[config.mk]
export PLATFORM = sky130hd
export DESIGN_NAME = core_sequencer_flat
export DESIGN_NICKNAME = d
export VERILOG_FILES = /design/src/rtl/core_sequencer_if.sv /design/src/rtl/core_sequencer.sv /design/src/flat_wrapper.sv
export SDC_FILE = /design/constraint.sdc
export NUM_CORES = 1
export LEC_CHECK = 0
export CORE_UTILIZATION = 34
export DETAILED_ROUTE_END_ITERATION = 7
export PLACE_DENSITY = 0.7
export RECOVER_POWER = 25
export SETUP_SLACK_MARGIN = 0.15
export SKIP_LAST_GASP = 1
export SLEW_MARGIN = 20
export SYNTH_ARGS = -nofsm -noshare
export SYNTH_HDL_FRONTEND = slang
export SYNTH_SLANG_ARGS = --single-unit
[constraint.sdc]
create_clock -name CLOCK_50 -period 1.8 [get_ports CLOCK_50]
set_input_delay 0.27 -clock CLOCK_50 [delete_from_list [all_inputs] [get_ports CLOCK_50]]
set_output_delay 0.27 -clock CLOCK_50 [all_outputs]
set_load 0.005 [all_outputs]
[src/rtl/core_sequencer_if.sv]
// Instruction-memory handshake and stage-strobe bundle between the sequencer
// (master) and the fetch/decode/execute/retire datapath (slave).
interface core_sequencer_if #(
   parameter int PC_WIDTH = 16
);
   logic                imem_req;
   logic [PC_WIDTH-1:0] imem_addr;
   logic                imem_ack;
   logic [31:0]         imem_rdata;
   logic [31:0]         instr;
   logic                decode_en;
   logic                execute_en;
   logic                retire_en;
   logic                exec_busy;
   logic                branch_taken;
   logic [PC_WIDTH-1:0] branch_target;

   modport master (
      output imem_req, imem_addr, instr, decode_en, execute_en, retire_en,
      input  imem_ack, imem_rdata, exec_busy, branch_taken, branch_target
   );

   modport slave (
      input  imem_req, imem_addr, instr, decode_en, execute_en, retire_en,
      output imem_ack, imem_rdata, exec_busy, branch_taken, branch_target
   );
endinterface

[src/rtl/core_sequencer.sv]
// HALT/FETCH/DECODE/EXECUTE/RETIRE controller paced by a divided clock-enable tick.
// Optional fetch-timeout fault enabled by defining CORE_SEQ_FETCH_TIMEOUT_EN.
module core_sequencer #(
   parameter int                  PC_WIDTH      = 16,
   parameter logic [PC_WIDTH-1:0] RESET_PC      = {PC_WIDTH{1'b0}},
   parameter int                  TICK_DIV      = 218,
   parameter int                  FETCH_TIMEOUT = 64
) (
   input  logic                 CLOCK_50,
   input  logic                 reset,
   input  logic                 run,
   input  logic                 step,
   core_sequencer_if.master     bus,
   output logic [PC_WIDTH-1:0]  pc,
   output logic [2:0]           state,
   output logic                 halted,
   output logic                 fault
);
   typedef enum logic [2:0] {
      ST_HALT    = 3'd0,
      ST_FETCH   = 3'd1,
      ST_DECODE  = 3'd2,
      ST_EXECUTE = 3'd3,
      ST_RETIRE  = 3'd4
   } state_t;

   localparam int            TW        = (TICK_DIV > 1) ? $clog2(TICK_DIV) : 1;
   localparam logic [TW-1:0] TICK_LAST = TW'(TICK_DIV - 1);

   if (TICK_DIV < 1 || FETCH_TIMEOUT < 1) begin : g_bad_param
      $error("core_sequencer: TICK_DIV and FETCH_TIMEOUT must be >= 1");
   end

   state_t              state_r, state_next_s;
   logic [TW-1:0]       tick_cnt_r;
   logic                tick_s;
   logic [PC_WIDTH-1:0] pc_r, pc_next_s;
   logic [31:0]         instr_r;
   logic                halted_r;
   logic                step_pending_r;
   logic                load_instr_s;
   logic                decode_en_s, execute_en_s, retire_en_s;
   logic                fault_s;
   logic                fault_set_s;

   assign tick_s = (tick_cnt_r == TICK_LAST);

   // Free-running tick divider, independent of sequencer state.
   always_ff @(posedge CLOCK_50) begin
      if (reset) begin
         tick_cnt_r <= {TW{1'b0}};
      end else if (tick_s) begin
         tick_cnt_r <= {TW{1'b0}};
      end else begin
         tick_cnt_r <= tick_cnt_r + TW'(1);
      end
   end

`ifdef CORE_SEQ_FETCH_TIMEOUT_EN
   localparam int             TOW     = $clog2(FETCH_TIMEOUT + 1);
   localparam logic [TOW-1:0] TO_LAST = TOW'(FETCH_TIMEOUT - 1);
   logic [TOW-1:0] to_cnt_r;
   logic           fault_r;

   // Counts ack-less FETCH cycles; fault stays set until reset.
   always_ff @(posedge CLOCK_50) begin
      if (reset) begin
         to_cnt_r <= {TOW{1'b0}};
         fault_r  <= 1'b0;
      end else begin
         if (state_r != ST_FETCH || bus.imem_ack) begin
            to_cnt_r <= {TOW{1'b0}};
         end else begin
            to_cnt_r <= to_cnt_r + TOW'(1);
         end
         fault_r <= fault_r | fault_set_s;
      end
   end
   assign fault_s = fault_r;
`else
   assign fault_s = 1'b0;
`endif

   // Next-state, stage strobes and pc update.
   always_comb begin
      state_next_s = state_r;
      pc_next_s    = pc_r;
      load_instr_s = 1'b0;
      decode_en_s  = 1'b0;
      execute_en_s = 1'b0;
      retire_en_s  = 1'b0;
      fault_set_s  = 1'b0;
      case (state_r)
         ST_HALT: begin
            if (tick_s && !fault_s && (run || step_pending_r)) begin
               state_next_s = ST_FETCH;
            end else begin
               state_next_s = ST_HALT;
            end
         end
         ST_FETCH: begin
            if (bus.imem_ack) begin
               load_instr_s = 1'b1;
               state_next_s = ST_DECODE;
`ifdef CORE_SEQ_FETCH_TIMEOUT_EN
            end else if (to_cnt_r == TO_LAST) begin
               fault_set_s  = 1'b1;
               state_next_s = ST_HALT;
`endif
            end else begin
               state_next_s = ST_FETCH;
            end
         end
         ST_DECODE: begin
            if (tick_s) begin
               decode_en_s  = 1'b1;
               state_next_s = ST_EXECUTE;
            end else begin
               state_next_s = ST_DECODE;
            end
         end
         ST_EXECUTE: begin
            if (tick_s) begin
               execute_en_s = 1'b1;
               state_next_s = bus.exec_busy ? ST_EXECUTE : ST_RETIRE;
            end else begin
               state_next_s = ST_EXECUTE;
            end
         end
         ST_RETIRE: begin
            if (tick_s) begin
               retire_en_s  = 1'b1;
               pc_next_s    = bus.branch_taken ? bus.branch_target : pc_r + PC_WIDTH'(1);
               state_next_s = run ? ST_FETCH : ST_HALT;
            end else begin
               state_next_s = ST_RETIRE;
            end
         end
         default: begin
            state_next_s = ST_HALT;
         end
      endcase
   end

   // Sequencer registers; a step only arms while halted and is consumed on leaving HALT.
   always_ff @(posedge CLOCK_50) begin
      if (reset) begin
         state_r        <= ST_HALT;
         pc_r           <= RESET_PC;
         instr_r        <= 32'h0000_0000;
         halted_r       <= 1'b1;
         step_pending_r <= 1'b0;
      end else begin
         state_r  <= state_next_s;
         pc_r     <= pc_next_s;
         halted_r <= (state_next_s == ST_HALT);
         if (load_instr_s) begin
            instr_r <= bus.imem_rdata;
         end else begin
            instr_r <= instr_r;
         end
         if (state_r == ST_HALT && state_next_s == ST_HALT) begin
            step_pending_r <= step_pending_r | step;
         end else begin
            step_pending_r <= 1'b0;
         end
      end
   end

   // Strobes are suppressed in a reset cycle so no stage fires while state is discarded.
   assign bus.decode_en  = decode_en_s  & ~reset;
   assign bus.execute_en = execute_en_s & ~reset;
   assign bus.retire_en  = retire_en_s  & ~reset;
   assign bus.imem_req   = (state_r == ST_FETCH);
   assign bus.imem_addr  = pc_r;
   assign bus.instr      = instr_r;
   assign pc             = pc_r;
   assign state          = state_r;
   assign halted         = halted_r;
   assign fault          = fault_s;
endmodule

[src/flat_wrapper.sv]
// flat-port wrapper written by rule: the top's interface ports become plain ports
module core_sequencer_flat 
#(
   parameter int                  PC_WIDTH      = 16,
   parameter logic [PC_WIDTH-1:0] RESET_PC      = {PC_WIDTH{1'b0}},
   parameter int                  TICK_DIV      = 218,
   parameter int                  FETCH_TIMEOUT = 64
)
  (CLOCK_50, reset, run, step, pc, state, halted, fault, bus_imem_req, bus_imem_addr, bus_instr, bus_decode_en, bus_execute_en, bus_retire_en, bus_imem_ack, bus_imem_rdata, bus_exec_busy, bus_branch_taken, bus_branch_target);
  core_sequencer_if #(.PC_WIDTH(PC_WIDTH)) bus_i ();
  input  logic CLOCK_50;
  input  logic reset;
  input  logic run;
  input  logic step;
  output logic [PC_WIDTH-1:0] pc;
  output logic [2:0] state;
  output logic halted;
  output logic fault;
  output wire logic [$bits(bus_i.imem_req)-1:0] bus_imem_req;
  output wire logic [$bits(bus_i.imem_addr)-1:0] bus_imem_addr;
  output wire logic [$bits(bus_i.instr)-1:0] bus_instr;
  output wire logic [$bits(bus_i.decode_en)-1:0] bus_decode_en;
  output wire logic [$bits(bus_i.execute_en)-1:0] bus_execute_en;
  output wire logic [$bits(bus_i.retire_en)-1:0] bus_retire_en;
  input wire logic [$bits(bus_i.imem_ack)-1:0] bus_imem_ack;
  input wire logic [$bits(bus_i.imem_rdata)-1:0] bus_imem_rdata;
  input wire logic [$bits(bus_i.exec_busy)-1:0] bus_exec_busy;
  input wire logic [$bits(bus_i.branch_taken)-1:0] bus_branch_taken;
  input wire logic [$bits(bus_i.branch_target)-1:0] bus_branch_target;
  assign bus_imem_req = bus_i.imem_req;
  assign bus_imem_addr = bus_i.imem_addr;
  assign bus_instr = bus_i.instr;
  assign bus_decode_en = bus_i.decode_en;
  assign bus_execute_en = bus_i.execute_en;
  assign bus_retire_en = bus_i.retire_en;
  assign bus_i.imem_ack = bus_imem_ack;
  assign bus_i.imem_rdata = bus_imem_rdata;
  assign bus_i.exec_busy = bus_exec_busy;
  assign bus_i.branch_taken = bus_branch_taken;
  assign bus_i.branch_target = bus_branch_target;
  core_sequencer #(.PC_WIDTH(PC_WIDTH), .RESET_PC(RESET_PC), .TICK_DIV(TICK_DIV), .FETCH_TIMEOUT(FETCH_TIMEOUT)) u_core (.CLOCK_50(CLOCK_50), .reset(reset), .run(run), .step(step), .bus(bus_i), .pc(pc), .state(state), .halted(halted), .fault(fault));
endmodule
After elaboration in Yosys (flattened, before gate mapping)

Index checks and enable logic that the tools add are counted.

Input bits: 55
Output and inout port bits: 73
Flip-flop bits (word level): 61

Add/sub/neg operators: 2
Muxes and demuxes: 15
Reductions and logical operators: 8
Bitwise logic cells: 6
Equal/unequal tests: 5

Operators with widths:

| operator                | count |
|---|---|
| $add A16 B1 Y16 const B | 1 |
| $mux W16                | 1 |
| $pmux W3 S5             | 1 |
| $mux W1                 | 9 |
| $mux W3                 | 3 |
| $add A8 B1 Y8 const B   | 1 |
| $eq A8 B8 Y1 const B    | 1 |
| $eq A3 B2 Y1 const B    | 2 |
| $logic_not A3 Y1        | 2 |
| $reduce_or A2 Y1        | 2 |
| $and A1 B1 Y1           | 3 |
| $eq A3 B1 Y1 const B    | 1 |
| $eq A3 B3 Y1 const B    | 1 |
| $logic_and A1 B1 Y1     | 2 |
| $mux W2                 | 1 |
| $not A1 Y1              | 2 |
| $reduce_and A2 Y1       | 1 |
| $logic_or A1 B1 Y1      | 1 |
| $or A1 B1 Y1            | 1 |

Logic depth before layout (Yosys ltp)

Gate-level depths: netlist (run 1).

Word-level depth: 8
Depth in mapped cells: 9
Gate-level depth less buffers: 6

Least setup slack after synthesis (run 1)

OpenSTA, ideal clock, no wires.

Kind: register to register
From: register u_core.tick_cnt_r[0]
To: register u_core.halted_r (netlist: u_core.halted)
Setup time: 0.116 ns
Period minus slack after synthesis: 1.621 ns
Slack: 0.179 ns
Arrival time: 1.505 ns
Stages on the path, launching flop included: 7
Path buffers: 1
Required time: 1.684 ns
Path through: dfxtp_1 -> ha_1 -> and3b_1 -> buf_2 -> nand2_1 -> o311a_1 -> a31o_2

Longest elaborated chain between the ends: 5
Elaborated cells on any way between the ends: 8
Those cells by class: eq/ne (1); mux (5); reduce/logical (2)

RTL lines:

| what                   | line                  | text |
|---|---|---|
| from (decl)            | core_sequencer.sv:35  | `logic [TW-1:0] tick_cnt_r;` |
| from (signal assigned) | core_sequencer.sv:51  | `tick_cnt_r <= {TW{1'b0}};` |
| from (signal assigned) | core_sequencer.sv:53  | `tick_cnt_r <= {TW{1'b0}};` |
| from (signal assigned) | core_sequencer.sv:55  | `tick_cnt_r <= tick_cnt_r + TW'(1);` |
| $eq A8 B8 Y1 (*)       | core_sequencer.sv:46  | `assign tick_s = (tick_cnt_r == TICK_LAST);` |
| $logic_and A1 B1 Y1    | core_sequencer.sv:95  | `if (tick_s && !fault_s && (run \|\| step_pending_r)) begin` |
| $mux W1                | core_sequencer.sv:95  |  |
| $pmux W3 S5 (*)        | core_sequencer.sv:93  | `case (state_r)` |
| $logic_not A3 Y1 (*)   | core_sequencer.sv:156 | `halted_r <= (state_next_s == ST_HALT);` |
| to (signal assigned)   | core_sequencer.sv:156 |  |
| to (decl)              | core_sequencer.sv:39  | `logic halted_r;` |

Every way passes the cells marked *; elsewhere a longest branch is shown, timed or not.
A chain may end at the register's enable or synchronous reset.

Worst setup path after layout (run 1)

From: register u_core.tick_cnt_r[1]
To: register u_core.halted_r (netlist: u_core.halted)

Same word-level chain as after synthesis.

==> results of run 1 <==
## area by class of cell
| type | count | area share, % |
|---|---|---|
| clock buffer | 11 | 2.86 |
| tap | 105 | 2.86 |
| timing repair buffer | 158 | 32.8 |
| multi-input combinational | 258 | 33.3 |
| inverter | 8 | 0.655 |
| sequential | 61 | 27.0 |
| clock inverter | 5 | 0.600 |
## final timing paths
| check | from | end | slack, ps | cells past startpoint |
|---|---|---|---|---|
| hold reg to reg | u_core.bus.instr[30] | u_core.bus.instr[30] | 450 | 2 |
| setup / recovery | u_core.tick_cnt_r[1] | u_core.halted | 90 | 8 |
| setup reg to reg | u_core.tick_cnt_r[1] | u_core.halted | 90 | 8 |
| hold / removal | reset | u_core.bus.imem_addr[12] | 340 | 2 |
## per-layer routing
metal | share of wire, % | vias up | GRT usage, %
met1 | 43 | 1381 | 21.6
met5 | 0 | - | 0
li1 | - | 1519 | -
met3 | 6.4 | 10 | 4.27
met2 | 49 | 111 | 30.1
met4 | 1.6 | 0 | 9.49
## cells in the final DEF (no fill, tap or decap), types with 5 or more instances in the layout
| master | Yosys | layout |
|---|---|---|
| nand3_1 | 7 | 6 |
| a21oi_1 | 41 | 41 |
| clkdlybuf4s50_1 | 0 | 115 |
| dfxtp_2 | 0 | 7 |
| clkbuf_8 | 0 | 9 |
| buf_2 | 2 | 5 |
| buf_4 | 20 | 26 |
| nor2_1 | 25 | 25 |
| nand2_1 | 85 | 83 |
| and3_1 | 7 | 6 |
| nand2b_1 | 5 | 5 |
| inv_1 | 8 | 7 |
| o21ai_0 | 10 | 10 |
| and2_1 | 5 | 5 |
| dfxtp_1 | 61 | 52 |
## cells by family (layout without fill, tap and decap cells)
family                   count (synthesis)  after routing
AO/OA/AOI/OAI                           87             87
XOR/XNOR                                 6              6
adder cells (fa/ha/maj)                  3              3
buffers and inverters                   45            182
flip-flops                              61             61
multiplexers                             3              3
other                                    1              1
AND/OR/NAND/NOR                        157            158
## critical path, delay by kind of cell (launching register included)
family | cells | cell delay (ps)
buf+inv | 3 | 340
flops | 1 | 330
compound gates | 2 | 540
simple gates | 2 | 290
fa+ha+maj | 1 | 110
## registers in the layout (all words and copies together) (netlist names)
name / count
u_core.bus.instr: 32
u_core.bus.imem_addr: 16
u_core.tick_cnt_r: 8
u_core.state: 3
u_core.halted: 1
u_core.step_pending_r: 1
## stage by stage
step	setup WS (ps)	hold slack, ps	cell area [um^2]	cells	utilization [%]
after floorplan	179	406	2900	363	-
after global placement	-170	442	4290	585	52.0
after detailed placement	-145	446	4290	585	52.0
after CTS	106	316	4530	602	54.9
after global routing	9.26	345	4590	606	55.5
final	88.7	335	4590	606	55.5
## power groups by stage
stage	combinational (mW)	sequential (mW)	clock (mW)
after floorplan	0.0704	1.39	0
final	0.221	1.36	1.03
after detailed placement	0.217	1.39	0
after global placement	0.218	1.39	0
after CTS	0.222	1.36	1.07
after global routing	0.242	1.36	1.13
## what timing repair did
| action | in CTS | in global routing |
|---|---|---|
| resized for setup | 39 | 16 |
| hold buffers | 0 | 0 |
| pin swaps | 5 | 2 |
| setup endpoints to repair | 18 | 25 |
| gates cloned | 0 | 2 |
| buffers inserted | 1 | 2 |
==> flow_summary.yaml, run 1 <==
outcome:
  outcome: "finished clean"
floorplanning:
  floorplan.die.height_um: 94.4
  initial_utilization_pct: 35.2
  floorplan.die_area_mm2: 0.00892
  die_x_um: 94.4
  std_cell_rows: 33
  pin_count: 128
  core-area_mm2: 0.00826
synthesis:
  synth.avg_cell_area_um2: 8.00
  netlist.area_leader.share_pct: 42.1
  synth_top_cell_by_area: "dfxtp_1"
  synth-simple-area-share_pct: 25.6
  main_combinational_cell_family_by_area_after_synthesis: "simple AND/OR/NAND/NOR gates"
  synth_fa_ha_area_share_pct: 1.29
  async_flop_share_pct: 0
  netlist_instances: 363
  yosys.area_share.xor_xnor_pct: 1.81
  number_of_enable_flip_flop_cells_after_synthesis: 0
  syn_nets: 421
  synthMuxAreaShare_pct: 1.03
  synth_compound_gate_area_share_pct: 18.9
  yosys.cell_types.count: 55
  synthFlopType: "dfxtp_1"
  ys_ff_latch: 61
  synth_common_cells: "85 x nand2_1, 61 x dfxtp_1, 41 x a21oi_1"
  synth.yosys.seq_area_share_pct: 42.1
  post_synth_instance_area_mm2: 0.00290
  synth.yosys.warnings: 0
  yosysMostFrequentCell: "nand2_1"
  top_cells_by_area_synth: "dfxtp_1 42%, nand2_1 11%, a21oi_1 7.1%"
drt:
  antenna_left: 0
  via_count: 3021
  drt-wirelength-per-cell_um: 13.6
  finalWirelength_um: 8230
  detailed_router_s_first_iteration_violation_count: 130
  drc: 0
  detail_route.vias_per_cell: 4.99
  detail_route.first_pass.iterations: 4
timing:
  fin_tns_setup_ps: 0
  hold_violations: 0
  fmax_ghz: 0.584
  fin_skew_ps: 6.59
  rsz0062_at_grt: "yes"
  timing.final.setup_violations: 0
  fin_crit_ps: 1710
  final_cycle_share_pct: 95.1
  slew_violations: 0
power_and_ir_drop:
  finalPower_mw: 2.61
  power.ir.vdd_worst_mv: 0.375
  seqPwrFrac_pct: 52.1
  swShare_pct: 24.0
  combPwrFrac_pct: 8.5
  total_switching_power_mw: 0.627
  static-leakage-power_nw: 1.69
  powerDensity_mw_per_mm2: 570
  portion_of_total_power_attributed_to_the_clock_network_pct: 39.5
  cellInternalPower_mw: 1.98
critical_path:
  crit_required_ps: 2030
  worstPathArrival_ps: 1940
  critical_path.slowest_cell: "dfxtp_2"
  critPathMaxStageDelay_ps: 330
  cp_cell_sequence: "inv_2, ha_4, and3b_2, nand2_4, buf_4, buf_4, o311a_4, a31o_2"
  crit_type: "flop to flop"
  cp-start-kind: "flop"
  critPathMaxFanout: 4
  setup.worst_path.end_class: "flop"
  cpMostUsedCell: "buf_4"
grt:
  grt_first_pass_wirelength_um: 12700
  grt_pass1_vias: 2768
  globalRouteOverflowTotal: 0
  gr-usage-all-layers_pct: 18.1
  grt_antenna_before_repair: 0
  grt_max_degree: 44
cts:
  cts_buffer_depth: 2
  cts_max_level: 3
  cts_inserted_buffers: 9
  cts_num_sinks: 61
  clk_transition_reported_paths_ps: 70
  cts_tree: "done"
  insertion_delay_ps: 330
  clk_root_buffer_cell: "clkbuf_8"
finish:
  multi_input_combinational_cell_area_mm2: 0.00153
  layout-drive-gt1-share_pct: 16.4
  n_fill_cell: 775
  flow.area_growth_from_synthesis_pct: 57.9
  final_nets: 554
  final-seq-area_mm2: 0.00124
  num_antenna_cells: 0
run:
  drv_cap: 0
place:
  buffer_ports.inserted: 126
  place.gp.congestion: 0.827
  detailed_place_hpwl_um: 5560
worst_hold_path:
  worstHoldPathType: "primary input to flop"
(Power assumes the default switching activity.)
==> run 2: changes to the inputs <==
CORE_UTILIZATION = 42   (was 34)
PLACE_DENSITY = 0.83   (was 0.7)
==> run 2 against run 1 <==
Clock skew about the same. First-iteration DRC count up 58%. Total power up 15%. Count of clock-buffer cells in the layout up 1. Combinational power up 5%. Setup slack worse by 62 ps. Critical path depth down 2. Register-to-register slack better by 90 ps. Die area down 19%. Design area down 0.11%. Via count up 3.0%. Largest power group is now clock. Highest routed layer unchanged.
==> flow_summary.yaml, run 2 (synthesized netlist as in run 1, its figures left out) <==
outcome:
  outcome: "finished clean"
drt:
  antenna_left: 0
  via_count: 3112
  finalWirelength_um: 8450
  detailed_router_s_first_iteration_violation_count: 205
  drc: 0
  detail_route.vias_per_cell: 5.45
  drt-wirelength-per-cell_um: 14.8
  detail_route.first_pass.iterations: 4
timing:
  hold_violations: 0
  slew_violations: 0
  rsz0062_at_grt: "yes"
  fin_skew_ps: 6.27
  fin_crit_ps: 1770
  final_layout_worst_hold_slack_ps: 224
  fmax_ghz: 0.564
  final_cycle_share_pct: 98.5
  timing.final.setup_violations: 0
grt:
  grtUsageMet3_pct: 5.16
  globalRoute.busiestLayer: "met2"
  grt_pass1_vias: 2830
  grt_antenna_before_repair: 0
  grt_max_degree: 42
  grt_first_pass_wirelength_um: 13300
  groute.layer.met2.usage_pct: 40.1
  globalRouteOverflowTotal: 0
  gr-usage-all-layers_pct: 23.2
  grt.met1_usage_pct: 27.0
cts:
  cts_max_level: 3
  clk_transition_reported_paths_ps: 60
  clk_root_buffer_cell: "clkbuf_8"
  cts_buffer_depth: 2
  cts_tree: "done"
  cts_num_sinks: 61
  cts_inserted_buffers: 9
  cts-hold-fix-buffers: 0
  insertion_delay_ps: 330
place:
  place_inst: 554
  place.gp.congestion: 0.843
  detailed_place_hpwl_um: 5910
  buffer_ports.inserted: 126
power_and_ir_drop:
  seqPwrFrac_pct: 45.3
  total_switching_power_mw: 0.616
  power.ir.vdd_worst_mv: 0.382
  combPwrFrac_pct: 7.7
  portion_of_total_power_attributed_to_the_clock_network_pct: 47.0
  powerDensity_mw_per_mm2: 655
  cellInternalPower_mw: 2.39
  swShare_pct: 20.5
  static-leakage-power_nw: 1.62
critical_path:
  critical_path.slowest_cell: "dfxtp_2"
  setup.worst_path.end_class: "primary output"
  cp_cell_sequence: "inv_2, ha_4, and3b_1, nand2_2, nor4_2, buf_2"
  critPathMaxStageDelay_ps: 320
  critPathLaunch: "u_core.tick_cnt_r[1]"
  rr_startpoint: "u_core.tick_cnt_r[1]"
  worstPathArrival_ps: 1500
  critPathMaxFanout: 4
  crit_family: "simple AND/OR/NAND/NOR gates"
  crit_required_ps: 1530
  crit_type: "flop to primary output"
  path_buf_inv: 2
  cp-start-kind: "flop"
finish:
  layout.core_utilization_pct: 70.5
  n_fill_cell: 525
  layoutNonFillerInstCount: 571
  layout_commonest_cell: "clkdlybuf4s50_1"
  layout-drive-gt1-share_pct: 15.6
  flow.area_growth_from_synthesis_pct: 57.7
  largest_reg_flops: 32
  final_cell_mix: "121 x clkdlybuf4s50_1, 84 x nand2_1, 51 x dfxtp_1"
  num_antenna_cells: 0
  final_nets: 548
floorplanning:
  floorplan.die.height_um: 85.2
  core-area_mm2: 0.00649
  initial_utilization_pct: 44.7
  die_x_um: 85.2
  pin_count: 128
  std_cell_rows: 29
  floorplan.die_area_mm2: 0.00725
worst_hold_path:
  worstHoldPathType: "primary input to flop"
  startpoint_of_the_most_critical_hold_path: "reset"
run:
  drv_cap: 0
[run 2: repair_timing]
action | CTS | global route
setup buffers | 0 | 2
pin swaps | 5 | 8
setup endpoints to repair | 17 | 25
resized for setup | 29 | 17
[run 2: cell type report]
| class | instances | area [um^2] | area share (%) |
|---|---|---|---|
| Multi-Input combinational cell | 257 | 1510 | 33.1 |
| Timing Repair Buffer | 153 | 1470 | 32.1 |
| Tap cell | 77 | 96.3 | 2.10 |
| Inverter | 8 | 30.0 | 0.656 |
| Sequential cell | 61 | 1240 | 27.0 |
| Clock inverter | 3 | 67.6 | 1.48 |
| Clock buffer | 12 | 165 | 3.61 |
[run 2: per-stage QoR]
step                power [mW]  instance area [um^2]  setup TNS, ps  worst slack [ps]
finish                    3.00                  4580              0              26.4
floorplan                 1.46                  2900              0               179
global placement          1.61                  4250          -15.5             -15.5
CTS                       3.03                  4530          -3.49             -3.49
detailed placement        1.61                  4250          -51.3             -51.3
global route              3.11                  4580           -161             -46.5
[run 2: path summary, 6_finish.rpt]
path	endpoint	slack [ps]	cells after the start
worst min register to register	u_core.bus.instr[13]	450	2
worst max-delay path	bus_decode_en	30	6
worst min-delay path	u_core.state[2]	220	2
worst max register to register	u_core.halted	180	7
[run 2: power groups by stage]
stage / clock (mW) / sequential [mW] / combinational, mW
6_report: 1.41 / 1.36 / 0.231
5_1_grt: 1.50 / 1.36 / 0.249
4_1_cts: 1.44 / 1.36 / 0.228
3_5_place_dp: 0 / 1.39 / 0.221
3_3_place_gp: 0 / 1.39 / 0.218
2_1_floorplan: 0 / 1.39 / 0.0704
[run 2: worst reg2reg max path, cell delays in order, from the launching register on]
cell	delay (ps)
dfxtp_2	320
inv_2	60
ha_4	120
and3b_1	180
nand2_2	90
buf_4	170
o311a_1	320
a31o_2	240
[run 2: layer usage]
metal | part of all wire, % | vias to the layer above
li1 | - | 1492
met1 | 41 | 1456
met2 | 50 | 142
met3 | 6.2 | 22
met4 | 2.6 | 0
met5 | 0 | -
